[src/rtl/regfile_wport_ctrl.sv]
// Write-port sequencer for the 32x32 register file: zero-fills registers 1..REG_NUM-1
// after reset, then round-robin arbitrates two writeback requesters onto the port.
module regfile_wport_ctrl #(
    parameter int DATA_W  = 32,
    parameter int ADDR_W  = 5,
    parameter int REG_NUM = 32
) (
    input  logic              clk,
    input  logic              rst,
    input  logic              a_valid,
    input  logic [ADDR_W-1:0] a_addr,
    input  logic [DATA_W-1:0] a_data,
    output logic              a_ready,
    input  logic              b_valid,
    input  logic [ADDR_W-1:0] b_addr,
    input  logic [DATA_W-1:0] b_data,
    output logic              b_ready,
    output logic              we,
    output logic [ADDR_W-1:0] waddr,
    output logic [DATA_W-1:0] wdata,
    output logic              init_busy
);

    typedef enum logic {CLEAR, RUN} state_t;
    typedef enum logic {PRIO_A, PRIO_B} prio_t;

    localparam logic [ADDR_W-1:0] LAST_IDX = ADDR_W'(REG_NUM - 1);

    state_t            state, state_next;
    prio_t             prio, prio_next;
    logic [ADDR_W-1:0] clr_idx, clr_idx_next;
    logic              we_next;
    logic [ADDR_W-1:0] waddr_next;
    logic [DATA_W-1:0] wdata_next;

    always_ff @(posedge clk or posedge rst) begin
        if (rst) begin
            state   <= CLEAR;
            prio    <= PRIO_A;
            clr_idx <= ADDR_W'(1);
            we      <= 1'b0;
            waddr   <= '0;
            wdata   <= '0;
        end else begin
            state   <= state_next;
            prio    <= prio_next;
            clr_idx <= clr_idx_next;
            we      <= we_next;
            waddr   <= waddr_next;
            wdata   <= wdata_next;
        end
    end

    // clr_idx parks on the last register instead of wrapping when CLEAR ends.
    always_comb begin
        state_next   = state;
        prio_next    = prio;
        clr_idx_next = clr_idx;
        a_ready      = 1'b0;
        b_ready      = 1'b0;
        init_busy    = 1'b0;
        we_next      = 1'b0;
        waddr_next   = '0;
        wdata_next   = '0;
        case (state)
            CLEAR: begin
                init_busy  = 1'b1;
                we_next    = 1'b1;
                waddr_next = clr_idx;
                if (clr_idx == LAST_IDX) begin
                    state_next = RUN;
                end else begin
                    clr_idx_next = clr_idx + ADDR_W'(1);
                end
            end
            RUN: begin
                if (a_valid && (!b_valid || prio == PRIO_A)) begin
                    a_ready   = 1'b1;
                    prio_next = PRIO_B;
                    if (a_addr != '0) begin
                        we_next    = 1'b1;
                        waddr_next = a_addr;
                        wdata_next = a_data;
                    end
                end else if (b_valid) begin
                    b_ready   = 1'b1;
                    prio_next = PRIO_A;
                    if (b_addr != '0) begin
                        we_next    = 1'b1;
                        waddr_next = b_addr;
                        wdata_next = b_data;
                    end
                end
            end
            default: state_next = CLEAR;
        endcase
    end

endmodule

[config.mk]
export PLATFORM = sky130hd
export DESIGN_NAME = regfile_wport_ctrl
export DESIGN_NICKNAME = d
export VERILOG_FILES = /design/src/rtl/regfile_wport_ctrl.sv
export SDC_FILE = /design/constraint.sdc
export NUM_CORES = 1
export LEC_CHECK = 0
export BUFFER_PORTS_ARGS = -buffer_cell sky130_fd_sc_hd__buf_2
export CAP_MARGIN = 20
export CORE_MARGIN = 8
export CORE_UTILIZATION = 31
export CTS_CLUSTER_DIAMETER = 60
export DETAILED_ROUTE_END_ITERATION = 8
export GPL_TIMING_DRIVEN = 0
export PLACE_DENSITY = 0.64
export SYNTH_ARGS = -nofsm -noshare
export SYNTH_HDL_FRONTEND = slang
export SYNTH_SLANG_ARGS = --single-unit
[constraint.sdc]
create_clock -name clk -period 1.8 [get_ports clk]
set_input_delay 0.36 -clock clk [delete_from_list [all_inputs] [get_ports clk]]
set_output_delay 0.36 -clock clk [all_outputs]
set_load 0.01 [all_outputs]
==> impl_metrics.ini <==
[power]
power_density_nw_per_um2 = 832
comb_power_share_pct = 19.6
vdd_drop_max_v = 0.000340
p_int_mw = 1.61
p_sw_uw = 543
p_seq_share_pct = 51.9
clkPwrFrac_pct = 28.5
leakagePower_nw = 1.37
switching_share_pct = 25.2

[setup_path]
critPathMaxFanout = 10
slowest_delay_ps = 460
crit_slowest_cell = dfrtp_2
critPathTopFamily = flip-flops
path_buf_inv = 3
path_cells = clkbuf_2, inv_1, nor2_1, buf_2
crit_required_ps = 1440
path_class = reg -> out
end_kind = primary output
r2r_setup_slack_ps = 150
crit_arrival_ps = 1300
cp-start-kind = register

[placement]
dpl.hpwl_mm = 4.14
io_buffers = 117
place_congestion = 0.746

[route]
wl_per_cell_um = 15.2
wirelength_mm = 5.06
drc = 0
first_pass_iters = 4
num_vias = 1539
via_per_inst = 4.62
drtIter0Drc = 44
antenna_left = 0

[clock_network]
clk_path_buf_depth = 2
clk_latency_ps = 290
tritoncts = done
clock-sinks = 45
hold_buffers = 0
clk_pin_slew_ps = 80
cts_root_buf = clkbuf_8
htreeDepth = 2
cts_buffers = 5

[grt]
grt_max_degree = 24
antenna_found_initial = 0
first_global_vias = 1745
grt_pass1_wl_mm = 8.47
grt_overflow_total = 0
global_route.usage.total_pct = 12.4

[synth]
synth_area_leaders = dfrtp_1 62%, a22o_1 16%, nand2_1 1.9%, nor2_1 1.9%, buf_6 1.9%
syn_inst = 137
synthTopCellsByCount = 44 x dfrtp_1, 32 x a22o_1, 9 x nand2_1, 9 x nor2_1, 6 x nand3_1
syn_nets = 217
synth_cell_types = 26
synth.most_common_cell = dfrtp_1
yosysSeqAreaShare_pct = 63.1
synth_area_um2 = 1790
synth_top_area_cell = dfrtp_1
synth_seq_cells = 45
synthArstFlopShare_pct = 100
synth_top_area_share_pct = 61.7
avgSynthCellArea_um2 = 13.0
yosys_warnings = 0
synth_enable_flop_cells = 0
ys.flop_type = dfrtp_1

[floorplan]
die-area_um2 = 8440
die_w_um = 91.9
rows = 27
start_util_pct = 32.2
io-pin-count = 119
fp.coreArea_um2 = 5540
fp.dieH_um = 91.9

[outcome]
status = completed

[cells_and_area]
drive_above_1_share_pct = 54.8
num-nets-final = 341
antenna_cells = 0
regArea_um2 = 1130
multi_input_area_um2 = 597
fill_cells = 541
area_delta_synth_final_pct = 45.0

[sta]
fmax_ghz = 0.603
slew_headroom_pct = 65.2
holdWs_ps = 100
setup_violations = 0
clock_skew_ps = 4.82
grt_setup_unrepaired = no
worst_pin_slew_ps = 522
period_minus_slack_ps = 1660
finalSetupTns_ps = 0
period_share_pct = 92.2
drv_slew = 0
hold_violations = 0

[job]
drv_cap = 0

[worst_hold_path]
hold_path.class = in -> async
-- through the flow --
stage,area [um2],worst slack [ps],util [%],cells,power [mW]
after floorplan,1790,133,-,137,1.35
after global placement,2460,-205,44.4,326,1.55
after detailed placement,2490,-22.7,44.9,327,1.57
after CTS,2570,19.5,46.5,333,2.20
after global routing,2590,54.8,46.7,333,2.29
final,2590,141,46.7,333,2.15
-- worst reg2reg max path, cell delays in order (launching register included) --
cell	delay, ps
dfrtp_1	420
ha_1	210
and3_1	200
ha_1	210
nor2_4	160
mux2_2	350
-- path summary, 6_finish.rpt --
| check | start | endpoint | depth (start not counted) |
|---|---|---|---|
| worst min-delay path | rst | wdata[15] | 2 |
| max in group asynchronous | rst | clr_idx[0] | 3 |
| min in group clk | b_data[4] | wdata[4] | 2 |
| worst max register to register | clr_idx[1] | clr_idx[1] | 5 |
| worst min register to register | clr_idx[3] | clr_idx[3] | 1 |
| worst max-delay path | state | a_ready | 4 |
-- cell families after synthesis --
logic type	Yosys count	share of synthesized area, %
buffers and inverters	13	4.27
xor gates and xnor gates	3	1.47
adders and majority gates	2	1.40
DFF	45	63.1
AOI/OAI and AO/OA	44	21.4
muxes	2	1.26
and+or+nand+nor	28	7.08
-- cells in the final DEF (no fill, tap or decap), drive strengths merged --
master,n
nand4,1
a211o,1
a21bo,1
buf,125
dfstp,1
o211a,1
inv,4
nor3,1
clkbuf,8
or4,1
nand2,9
mux2,2
a21boi,1
dfrtp,44
nand3,6
a22o,32
and3,1
a211oi,1
nor2,9
xnor2,2
xor2,1
a31oi,5
o21ai,2
ha,2
-- area by class of cell --
class,instances,area share (%)
clock buffer,7,3.33
tap,72,3.48
buffer,8,2.27
multi-input combinational,79,23.1
sequential,45,43.6
inverter,4,0.580
timing repair buffer,118,23.7
-- flip-flops by register name, indices dropped and copies added (netlist names) --
signal and flops:
clr_idx 5, prio 1, wdata 32, we 1, state 1, waddr 5
-- power by group through the flow --
| stage | sequential, mW | combinational (mW) | clock [mW] |
|---|---|---|---|
| 2_1_floorplan | 1.18 | 0.163 | 0 |
| 3_3_place_gp | 1.13 | 0.421 | 0 |
| 3_5_place_dp | 1.14 | 0.433 | 0 |
| 4_1_cts | 1.12 | 0.433 | 0.647 |
| 5_1_grt | 1.13 | 0.471 | 0.694 |
| 6_report | 1.12 | 0.423 | 0.613 |
-- layer usage --
| layer | GRT usage, % | part of all wire [%] | up-vias |
|---|---|---|---|
| met3 | 6.03 | 11 | 5 |
| met2 | 20.9 | 49 | 87 |
| met5 | 0 | 0 | - |
| li1 | - | - | 749 |
| met4 | 3.22 | 0.97 | 0 |
| met1 | 13.6 | 40 | 698 |
-- what timing repair did --
action | 4_1_cts | 5_1_grt
pin swaps | 0 | 0
gates resized for setup | 2 | 3
endpoints found under the setup margin | 4 | 4
buffers inserted | 0 | 0
No activity file was read; power rests on OpenSTA's default activity.
